## src/rtl/prog_mem.sv

```systemverilog
// Program memory for a small MCU core: loaded byte-by-byte over a ready/valid
// stream, zero-filled past the last byte, then served to the core in RUN.
module prog_mem #(
    parameter int AW = 5,
    parameter int DW = 8
) (
    input  logic          clk,
    input  logic          reset,
    input  logic          load_start,
    input  logic          ld_valid,
    input  logic [DW-1:0] ld_data,
    input  logic          ld_last,
    output logic          ld_ready,
    output logic          ld_done,
    output logic          cpu_reset,
    input  logic          rd,
    input  logic          wr,
    input  logic [AW-1:0] addr,
    input  logic [DW-1:0] wdata,
    output logic [DW-1:0] rdata
);

    localparam int DEPTH = 1 << AW;
    localparam logic [AW:0] TOP_ADDR = (AW + 1)'(DEPTH - 1);

    typedef enum logic [1:0] {
        IDLE,
        LOAD,
        FILL,
        RUN
    } state_t;

    state_t state, next_state;
    logic [AW:0] lptr, next_lptr;
    logic [DW-1:0] mem [DEPTH];

    logic          mem_we;
    logic [AW-1:0] mem_waddr;
    logic [DW-1:0] mem_wdata;
    logic          at_top;

    assign at_top = (lptr == TOP_ADDR);

    // load_start beats every other activity, so a byte or MCU write offered
    // in the same cycle is simply never turned into a memory write.
    always_comb begin
        next_state = state;
        next_lptr  = lptr;
        mem_we     = 1'b0;
        mem_waddr  = lptr[AW-1:0];
        mem_wdata  = '0;
        case (state)
            IDLE: begin
                if (load_start) begin
                    next_state = LOAD;
                    next_lptr  = '0;
                end
            end
            LOAD: begin
                if (load_start) begin
                    next_lptr = '0;
                end else if (ld_valid) begin
                    mem_we    = 1'b1;
                    mem_wdata = ld_data;
                    next_lptr = lptr + 1'b1;
                    if (at_top) begin
                        next_state = RUN;
                    end else if (ld_last) begin
                        next_state = FILL;
                    end
                end
            end
            FILL: begin
                if (load_start) begin
                    next_state = LOAD;
                    next_lptr  = '0;
                end else begin
                    mem_we    = 1'b1;
                    next_lptr = lptr + 1'b1;
                    if (at_top) begin
                        next_state = RUN;
                    end
                end
            end
            RUN: begin
                if (load_start) begin
                    next_state = LOAD;
                    next_lptr  = '0;
                end else if (wr) begin
                    mem_we    = 1'b1;
                    mem_waddr = addr;
                    mem_wdata = wdata;
                end
            end
            default: begin
                next_state = IDLE;
                next_lptr  = '0;
            end
        endcase
    end

    always_ff @(posedge clk) begin
        if (reset) begin
            state   <= IDLE;
            lptr    <= '0;
            ld_done <= 1'b0;
        end else begin
            state   <= next_state;
            lptr    <= next_lptr;
            ld_done <= (next_state == RUN) && (state != RUN);
        end
    end

    // Storage is deliberately not reset; reset only suppresses the write.
    always_ff @(posedge clk) begin
        if (mem_we && !reset) begin
            mem[mem_waddr] <= mem_wdata;
        end
    end

    assign cpu_reset = (state != RUN);
    assign ld_ready  = (state == LOAD);
    assign rdata     = (state == RUN && rd) ? mem[addr] : '0;

endmodule
```

## config.mk

```make
export PLATFORM = sky130hd
export DESIGN_NAME = prog_mem
export DESIGN_NICKNAME = d
export VERILOG_FILES = /design/src/rtl/prog_mem.sv
export SDC_FILE = /design/constraint.sdc
export NUM_CORES = 1
export LEC_CHECK = 0
export CORE_MARGIN = 4
export CORE_UTILIZATION = 55
export DETAILED_ROUTE_END_ITERATION = 10
export PLACE_DENSITY = 0.76
export SLEW_MARGIN = 20
export SYNTH_ARGS = -nofsm -noshare
export SYNTH_HDL_FRONTEND = slang
export SYNTH_SLANG_ARGS = --single-unit
```

## constraint.sdc

```tcl
create_clock -name clk -period 2.12 [get_ports clk]
set_input_delay 0.318 -clock clk [delete_from_list [all_inputs] [get_ports clk]]
set_output_delay 0.318 -clock clk [all_outputs]
set_load 0.1 [all_outputs]
```

==> flow_metrics.env, run 1 <==
export IMPL_status="finished with violations"
export IMPL_failed_checks="negative setup slack"
export IMPL_rows=50
export IMPL_dp_cells=895
export IMPL_area_delta_synth_final_pct=27.49
export IMPL_hpwl_mm=15.96
export IMPL_ys_warn_count=0
export IMPL_port_buffers=38
export IMPL_clk_pin_slew_ns=0.06
export IMPL_die_area_sq_mm=0.02188
export IMPL_coreArea_sq_mm=0.01896
export IMPL_fin_crit_ns=2.494
export IMPL_ys_ff_latch=265
export IMPL_wirelength_mm=24.23
export IMPL_peakVddDrop_uv=880.5
export IMPL_n_antenna_cell=0
export IMPL_final_common_cell="edfxtp_1"
export IMPL_powerDensity_mw_per_mm2=818.2
export IMPL_nets=699
export IMPL_cp_arrival_ns=2.18
export IMPL_syn_cell_area_sq_mm=0.01077
export IMPL_yosys_area_top_type="edfxtp_1"
export IMPL_drt_wirelength_per_cell_um=25.67
export IMPL_fill_cells=1097
export IMPL_die_w_um=147.9
export IMPL_skew_ns=0.01010
export IMPL_grt_start_max_net_pins=33
export IMPL_grt_pass1_wl_mm=37.03
export IMPL_cp_start_kind="flop"
export IMPL_final_cell_mix="edfxtp_1, mux4_2, buf_4"
export IMPL_worstPathRequired_ns=1.80
export IMPL_grt_use_total_pct=22.77
export IMPL_utilization_pct=72.40
export IMPL_cts_sinks=265
export IMPL_ys_types=42
export IMPL_io_pins=39
export IMPL_multi_input_area_sq_mm=0.003274
export IMPL_grt_setup_unrepaired="true"
export IMPL_relSlewSlack_pct=63.41
export IMPL_cts_tree="yes"
export IMPL_synth_area_leaders="edfxtp_1, mux4_2, mux2i_1"
export IMPL_critPathMaxFanout=1
export IMPL_slew_violations=0
export IMPL_period_share_pct=117.7
export IMPL_drc_errors=0
export IMPL_cts_buffers=26
export IMPL_synth_edf_count=256
export IMPL_fin_cells=944
export IMPL_grt_ovfl_total=0
export IMPL_finalHoldViolCount=0
export IMPL_hp_class="in2reg"
export IMPL_cts_htree_levels=1
export IMPL_leakagePower_uw=0.004460
export IMPL_drtPass1Iterations=4
export IMPL_ys_flop_type="edfxtp_1"
export IMPL_cts_root_buf="clkbuf_16"
export IMPL_setup_viol=8
export IMPL_num_vias=5749
export IMPL_async_flop_share_pct=0
export IMPL_routed_via_density=6.090
export IMPL_setup_slack_ns=-0.3743
export IMPL_synth_fp_nets=586
export IMPL_clk_latency_ns=0.53
export IMPL_cts_max_path_buffers=3
export IMPL_ys_seq_area_share_pct=73.08
export IMPL_antenna_found_initial=0
export IMPL_fp_dieH_um=147.9
export IMPL_grt_pass1_vias=5970
export IMPL_layout_area_seq_sq_mm=0.007873
export IMPL_drtIter0Drc=460
export IMPL_globalplace_congestion=0.7981
export IMPL_initial_core_util_pct=56.79
export IMPL_synthCells=553
export IMPL_cp_end_kind="output pin"
export IMPL_detail_route_antenna_nets=0
export IMPL_layout_drive_gt1_share_pct=39.33
export IMPL_synth_avg_cell_area_sq_um=19.47
export IMPL_netlist_area_leader_share_pct=71.41
export IMPL_maxCapViolCount=0
export IMPL_tightestPinTransition_ns=0.5488
export IMPL_critical_path_class="reg2out"
export IMPL_fmax_mhz=400.9
-- final cells by class --
cell class,count,share of cell area (%)
inverters,5,0.1550
clock inverters,16,1.595
well taps,260,2.370
repair buffers,114,9.809
multi-input cells,254,23.86
flip-flops and latches,265,57.36
clock buffers,30,4.850
-- where the power goes --
group | switching (uW) | internal [uW] | total, uW
Sequential | 7.33 | 5720 | 5730
Combinational | 420 | 353 | 773
Clock | 1860 | 2860 | 4730
-- final timing paths --
kind / to / slack, ns / startpoint / cells past startpoint
worst min register to register: lptr[1]$_SDFFE_PP0P_ / 0.55 / lptr[1]$_SDFFE_PP0P_ / 2
worst max register to register: mem[15][5]$_DFFE_PP_ / 0.05 / state[0]$_SDFF_PP0_ / 7
worst max-delay path: rdata[4] / -0.37 / mem[6][4]$_DFFE_PP_ / 5
worst min-delay path: state[1]$_SDFF_PP0_ / 0.46 / reset / 3
-- Yosys cell counts (5+ instances only) --
library cell	number
mux4_2	53
dfxtp_1	9
a221oi_1	8
nand2_1	14
a221o_1	8
xor2_1	5
buf_4	5
mux2i_1	38
a22o_1	8
nand3_1	7
a31oi_1	7
edfxtp_1	256
clkbuf_1	7
a22oi_1	8
buf_2	6
ha_1	5
buf_6	8
nor2_1	42
o21ai_0	9
-- metrics by stage --
| step | TNS, ns | setup slack (ns) | power, uW | hold slack (ns) | cell area, sq um |
|---|---|---|---|---|---|
| final | -2.777 | -0.3743 | 11230 | 0.4572 | 13720 |
| after global routing | -3.923 | -0.4534 | 11570 | 0.4787 | 13720 |
| after CTS | -2.936 | -0.4080 | 11280 | 0.4364 | 13640 |
| after detailed placement | -85.53 | -0.4278 | 6583 | 0.5191 | 12670 |
| after global placement | -68.08 | -0.3263 | 6561 | 0.5112 | 12670 |
| after floorplan | -7.650 | -0.1232 | 6296 | 0.3830 | 11330 |
-- flip-flops by register name, indices dropped and copies added (netlist names) --
signal,count
ld_done,1
lptr,6
mem,256
state,2
-- cells by family (layout without fill, tap and decap cells) --
kind of cell    Yosys count  in the layout  share of synthesized area (%)
flops                   265            265                          73.08
mux                      99             99                          16.02
simple gates             89             89                          3.986
compound gates           56             56                          3.928
buf+inv                  34            165                          1.999
fa+ha+maj                 5              5                         0.5811
xor+xnor                  5              5                         0.4068
-- timing repair --
item	4_1_cts	5_1_grt
setup buffers	1	2
pin swaps	10	15
hold buffers	0	0
gates resized for setup	15	16
endpoints found under the setup margin	224	158
gates cloned	0	0
-- critical path, cell delays in order (launching register included) --
cell and delay (ns):
edfxtp_1 0.38, mux4_2 0.51, mux2i_2 0.21, a221o_1 0.30, a31oi_4 0.06, buf_12 0.18
-- routing by layer --
metal | GRT usage [%] | vias to the layer above | share of wire [%]
li1 | - | 2511 | -
met1 | 32.70 | 2940 | 41
met2 | 36.36 | 259 | 49
met3 | 4.231 | 39 | 7.5
met4 | 6.790 | 0 | 2.3
met5 | 0 | - | 0
(Power assumes the default switching activity.)
==> run 2: changes to the inputs <==
--- a/config.mk
+++ b/config.mk
@@ -5,10 +5,13 @@
 export SDC_FILE = /design/constraint.sdc
 export NUM_CORES = 1
 export LEC_CHECK = 0
+export CAP_MARGIN = 20
+export CELL_PAD_IN_SITES_DETAIL_PLACEMENT = 0
+export CELL_PAD_IN_SITES_GLOBAL_PLACEMENT = 1
 export CORE_MARGIN = 4
-export CORE_UTILIZATION = 55
+export CORE_UTILIZATION = 48
 export DETAILED_ROUTE_END_ITERATION = 10
-export PLACE_DENSITY = 0.76
+export PLACE_DENSITY_LB_ADDON = 0.1
 export SLEW_MARGIN = 20
 export SYNTH_ARGS = -nofsm -noshare
 export SYNTH_HDL_FRONTEND = slang
==> run 2 against run 1 <==
Compared with the run above:
- the flow still finishes with violations (negative setup slack)
- via count decreased by 3.0%
- wire length down 3.0%
- worst hold slack better by 0.012 ns
- cell count increased by 2.5%
- critical endpoint is now rdata[1]
- largest power group unchanged
==> flow_metrics.env, run 2 (synthesis gave the netlist of run 1 again) <==
export IMPL_status="finished with violations"
export IMPL_failed_checks="negative setup slack"
export IMPL_cp_arrival_ns=2.14
export IMPL_layout_drive_gt1_share_pct=39.10
export IMPL_globalplace_congestion=0.8381
export IMPL_peakVddDrop_uv=717.5
export IMPL_cp_end_kind="output pin"
export IMPL_max_stage_delay_ns=0.51
export IMPL_drtPass1Iterations=5
export IMPL_worstRegToRegCells=6
export IMPL_critPathMaxFanout=1
export IMPL_grt_setup_unrepaired="true"
export IMPL_drt_wirelength_per_cell_um=24.28
export IMPL_timing_rr_end="mem[30][4]$_DFFE_PP_"
export IMPL_cp_start_kind="flop"
export IMPL_antenna_found_initial=0
export IMPL_final_cell_mix="edfxtp_1, mux4_2, buf_4"
export IMPL_drc_errors=0
export IMPL_finalInstanceArea_sq_mm=0.01380
export IMPL_fmax_mhz=406.9
export IMPL_crit_family="multiplexers"
export IMPL_setup_slack_ns=-0.3375
export IMPL_fin_cells=968
export IMPL_finalHoldViolCount=0
export IMPL_fp_dieH_um=157.8
export IMPL_period_share_pct=115.9
export IMPL_maxCapViolCount=0
export IMPL_path_cells="mux4_2 -> mux2i_2 -> a221o_1 -> a21oi_4 -> buf_12"
export IMPL_critical_path_buf_inv_count=1
export IMPL_die_area_sq_mm=0.02489
export IMPL_initial_core_util_pct=49.03
export IMPL_powerDensity_mw_per_mm2=791.4
export IMPL_grt_ovfl_total=0
export IMPL_clk_latency_ns=0.52
export IMPL_reg_top3="mem x256, lptr x6, state x2"
export IMPL_final_common_cell="edfxtp_1"
export IMPL_cts_sinks=265
export IMPL_cts_root_buf="clkbuf_16"
export IMPL_nets=704
export IMPL_grt_pass1_vias=5990
export IMPL_crit_slowest_cell="mux4_2"
export IMPL_clk_pin_slew_ns=0.05
export IMPL_cts_max_path_buffers=3
export IMPL_hpwl_mm=16.13
export IMPL_place_area_sq_mm=0.01278
export IMPL_rows=54
export IMPL_fin_crit_ns=2.458
export IMPL_fin_tns_setup_ns=-2.492
export IMPL_holdBufCountCts=0
export IMPL_cts_htree_levels=1
export IMPL_cts_buffers=28
export IMPL_coreArea_sq_mm=0.02196
export IMPL_hold_depth=3
export IMPL_hp_class="in2reg"
export IMPL_largest_reg_flops=256
export IMPL_leakagePower_uw=0.004467
export IMPL_skew_ns=0.005800
export IMPL_wirelength_mm=23.50
export IMPL_port_buffers=38
export IMPL_dpl_worst_slack_ns=-0.3250
export IMPL_n_antenna_cell=0
export IMPL_cts_tree="yes"
export IMPL_area_delta_synth_final_pct=28.17
export IMPL_grt_start_max_net_pins=33
export IMPL_routed_via_density=5.760
export IMPL_fill_cells=1505
export IMPL_r2r_start="state[0]$_SDFF_PP0_"
export IMPL_dp_cells=918
export IMPL_min_from="reset"
export IMPL_io_pins=39
export IMPL_critical_path_class="reg2out"
export IMPL_slew_violations=0
export IMPL_die_w_um=157.8
export IMPL_num_vias=5576
export IMPL_regMostFlops="mem"
export IMPL_worstPathRequired_ns=1.80
export IMPL_grt_use_total_pct=19.93
export IMPL_relSlewSlack_pct=66.06
export IMPL_rrSetupSlack_ns=0.07
export IMPL_grt_pass1_wl_mm=36.48
export IMPL_detail_route_antenna_nets=0
export IMPL_tightestPinTransition_ns=0.5080
export IMPL_setup_viol=8
export IMPL_hold_path_end="state[1]$_SDFF_PP0_"
export IMPL_drtIter0Drc=295
==> run 2: what timing repair did <==
action                                  CTS  global route
endpoints found under the setup margin  118           224
resized for setup                        12            14
pin swaps                                12            14
buffers inserted                          2             1
==> run 2: power breakdown <==
| part | total, uW | internal (uW) | switching, uW |
|---|---|---|---|
| Sequential | 5730 | 5720 | 9.98 |
| Combinational | 743 | 341 | 402 |
| Clock | 4440 | 2600 | 1850 |
==> run 2: worst max path at each step <==
| stage | from | end | cells past startpoint |
|---|---|---|---|
| finish | mem[15][1]$_DFFE_PP_ | rdata[1] | 5 |
| floorplan | addr[1] | rdata[2] | 7 |
| detailed placement | load_start | mem[0][4]$_DFFE_PP_ | 7 |
| global route | mem[15][1]$_DFFE_PP_ | rdata[1] | 5 |
| global placement | addr[1] | rdata[2] | 7 |
| CTS | mem[5][2]$_DFFE_PP_ | rdata[2] | 5 |
==> run 2: area by class of cell <==
class                           count  area [sq um]  share of cell area, %
Clock buffer                       34         744.5                  5.395
Clock inverter                     13         92.59                 0.6710
Inverter                            5         21.27                 0.1542
Multi-Input combinational cell    254          3298                  23.90
Sequential cell                   265          7870                  57.04
Tap cell                          280         350.3                  2.539
Timing Repair Buffer              117          1421                  10.30
==> run 2: metrics by stage <==
| step | hold WS [ns] | power (uW) | util [%] |
|---|---|---|---|
| finish | 0.4693 | 10920 | 62.84 |
| global route | 0.4826 | 11330 | 62.84 |
| CTS | 0.4665 | 11010 | 62.45 |
| detailed placement | 0.5292 | 6567 | 58.22 |
| global placement | 0.5150 | 6555 | 58.22 |
| floorplan | 0.3830 | 6296 | - |
==> run 2: routing by layer <==
| layer | up-vias | routed length, um | GRT usage [%] | share of wire (%) |
|---|---|---|---|---|
| met3 | 31 | 1336 | 3.253 | 5.7 |
| li1 | 2519 | - | - | - |
| met1 | 2873 | 9790 | 27.83 | 42 |
| met4 | 0 | 380 | 4.179 | 1.6 |
| met2 | 153 | 12000 | 33.64 | 51 |
| met5 | - | 0 | 0 | 0 |
==> run 2: worst register-to-register path, delay by kind of cell (launching register included) <==
| kind | cells | cell delay (ns) |
|---|---|---|
| flops | 1 | 0.35 |
| buf+inv | 1 | 0.15 |
| simple gates | 3 | 0.73 |
| fa+ha+maj | 1 | 0.16 |
| mux | 1 | 0.34 |
==> run 3: changes to the inputs <==
--- a/config.mk
+++ b/config.mk
@@ -11,7 +11,7 @@
 export CORE_MARGIN = 4
 export CORE_UTILIZATION = 48
 export DETAILED_ROUTE_END_ITERATION = 10
-export PLACE_DENSITY_LB_ADDON = 0.1
+export PLACE_DENSITY = 0.77
 export SLEW_MARGIN = 20
 export SYNTH_ARGS = -nofsm -noshare
 export SYNTH_HDL_FRONTEND = slang
==> run 3 against run 2 <==
Compared with the run above:
- the flow still finishes with violations (negative setup slack)
- cell area rose by 0.60%
- largest cell class unchanged
- first-iteration DRC count rose by 95%
- combinational power is 2% higher
- sequential power about the same
- largest power group unchanged
==> flow_metrics.env, run 3 (synthesis gave the netlist of run 1 again) <==
export IMPL_top_layer_used="met4"
export IMPL_cp_arrival_ns=2.15
export IMPL_relSlewSlack_pct=61.25
export IMPL_rrSetupSlack_ns=0.05
export IMPL_skew_ns=0.01177
export IMPL_die_area_sq_mm=0.02489
export IMPL_grt_pass1_wl_mm=36.43
export IMPL_grt_start_max_net_pins=33
export IMPL_grt_ovfl_total=0
export IMPL_cts_tree="yes"
export IMPL_tightestPinTransition_ns=0.5812
export IMPL_critPathMaxFanout=1
export IMPL_hold_ws_ns=0.4840
export IMPL_num_vias=5697
export IMPL_hpwl_mm=15.96
export IMPL_utilization_pct=63.21
export IMPL_io_pins=39
export IMPL_total_power_uw=11030
export IMPL_die_w_um=157.8
export IMPL_path_cells="mux4_2 -> mux2i_2 -> a221o_1 -> a31oi_4 -> buf_12"
export IMPL_clk_pin_slew_ns=0.07
export IMPL_wirelength_mm=23.45
export IMPL_setup_slack_ns=-0.3522
export IMPL_largest_reg_flops=256
export IMPL_timing_rr_end="mem[7][7]$_DFFE_PP_"
export IMPL_final_cell_mix="edfxtp_1, mux4_2, buf_12"
export IMPL_grt_setup_unrepaired="true"
export IMPL_n_antenna_cell=0
export IMPL_worstRegToRegCells=6
export IMPL_powerDensity_mw_per_mm2=794.5
export IMPL_holdBufCountCts=0
export IMPL_finalHoldViolCount=0
export IMPL_port_buffers=38
export IMPL_period_share_pct=116.6
export IMPL_fp_dieH_um=157.8
export IMPL_initial_core_util_pct=49.03
export IMPL_peakVddDrop_uv=635.6
export IMPL_setup_viol=8
export IMPL_rows=54
export IMPL_fin_tns_setup_ns=-2.648
export IMPL_wl_met1_mm=9.663
export IMPL_nets=699
export IMPL_hold_depth=3
export IMPL_globalplace_congestion=0.8524
export IMPL_clk_latency_ns=0.53
export IMPL_cts_root_buf="clkbuf_16"
export IMPL_final_common_cell="edfxtp_1"
export IMPL_maxCapViolCount=0
export IMPL_dpl_worst_slack_ns=-0.3286
export IMPL_failed_checks="negative setup slack"
export IMPL_reg_top3="mem x256, lptr x6, state x2"
export IMPL_cp_start_kind="flop"
export IMPL_hp_class="in2reg"
export IMPL_cp_end_kind="output pin"
export IMPL_cts_sinks=265
export IMPL_routed_via_density=5.904
export IMPL_coreArea_sq_mm=0.02196
export IMPL_worstPathRequired_ns=1.80
export IMPL_drt_wirelength_per_cell_um=24.30
export IMPL_fmax_mhz=404.5
export IMPL_max_stage_delay_ns=0.47
export IMPL_drc_errors=0
export IMPL_area_delta_synth_final_pct=28.94
export IMPL_leakagePower_uw=0.004475
export IMPL_wl_met3_mm=1.395
export IMPL_grt_pass1_vias=5985
export IMPL_wl_met2_mm=11.85
export IMPL_drtPass1Iterations=5
export IMPL_min_from="reset"
export IMPL_cp_startpoint="mem[5][0]$_DFFE_PP_"
export IMPL_drtIter0Drc=576
export IMPL_r2r_start="state[1]$_SDFF_PP0_"
export IMPL_crit_slowest_cell="mux4_2"
export IMPL_grt_use_total_pct=19.58
export IMPL_antenna_found_initial=0
export IMPL_fin_crit_ns=2.472
export IMPL_cts_max_path_buffers=3
export IMPL_status="finished with violations"
export IMPL_cts_htree_levels=1
export IMPL_detail_route_antenna_nets=0
export IMPL_layout_drive_gt1_share_pct=39.85
export IMPL_regMostFlops="mem"
export IMPL_hold_path_end="state[1]$_SDFF_PP0_"
export IMPL_slew_violations=0
export IMPL_critical_path_class="reg2out"
export IMPL_cts_buffers=26
## run 3: cell types whose count changed in the layout (fill, tap and decap cells not counted), sizes merged
cell and delta:
inv +1, clkbuf -4, buf -3, bufinv +2, clkinvlp +1
## run 3: where the power goes
| part | switching (uW) | total (uW) | leakage, uW | internal [uW] |
|---|---|---|---|---|
| clock network | 1840 | 4540 | 0.000423 | 2700 |
| registers | 10.0 | 5730 | 0.00245 | 5720 |
| logic | 407 | 757 | 0.00160 | 349 |
## run 3: worst max path at each step
stage | endpoint | depth (start not counted) | slack (ns)
after floorplan | rdata[2] | 7 | -0.12
after global placement | mem[2][0]$_DFFE_PP_ | 7 | -0.31
after detailed placement | mem[0][4]$_DFFE_PP_ | 7 | -0.33
after CTS | rdata[5] | 5 | -0.37
after global routing | rdata[5] | 5 | -0.42
final | rdata[0] | 5 | -0.35
## run 3: metrics by stage
| stage | instances | area (sq um) |
|---|---|---|
| 3_5_place_dp | 909 | 12700 |
| 4_1_cts | 961 | 13730 |
| 5_1_grt | 965 | 13880 |
| 3_3_place_gp | 909 | 12700 |
| 6_report | 965 | 13880 |
| 2_1_floorplan | 553 | 11330 |
## run 3: area by class of cell
type | count | area [sq um]
clock buffers | 30 | 686.9
inverters | 5 | 21.27
well taps | 280 | 350.3
multi-input cells | 254 | 3317
clock inverters | 17 | 171.4
fillers | 1440 | 8078
repair buffers | 114 | 1464
flip-flops and latches | 265 | 7870
## run 3: metal layers
| metal | global-route usage, % | vias up |
|---|---|---|
| li1 | - | 2513 |
| met3 | 3.144 | 40 |
| met5 | 0 | - |
| met4 | 5.326 | 0 |
| met1 | 27.01 | 2952 |
| met2 | 32.87 | 192 |
## run 3: worst max-delay path: cells and delay by family, from the launching register on
| family | cells | cell delay, ns |
|---|---|---|
| mux | 2 | 0.71 |
| flops | 1 | 0.38 |
| compound gates | 2 | 0.33 |
| buf+inv | 1 | 0.20 |
## run 3: what timing repair did
item,CTS,global route
buffers inserted,5,4
cloned,0,0
pin swaps,13,23
setup endpoints to repair,245,230
endpoints found under the hold margin,0,0
resized for setup,17,15
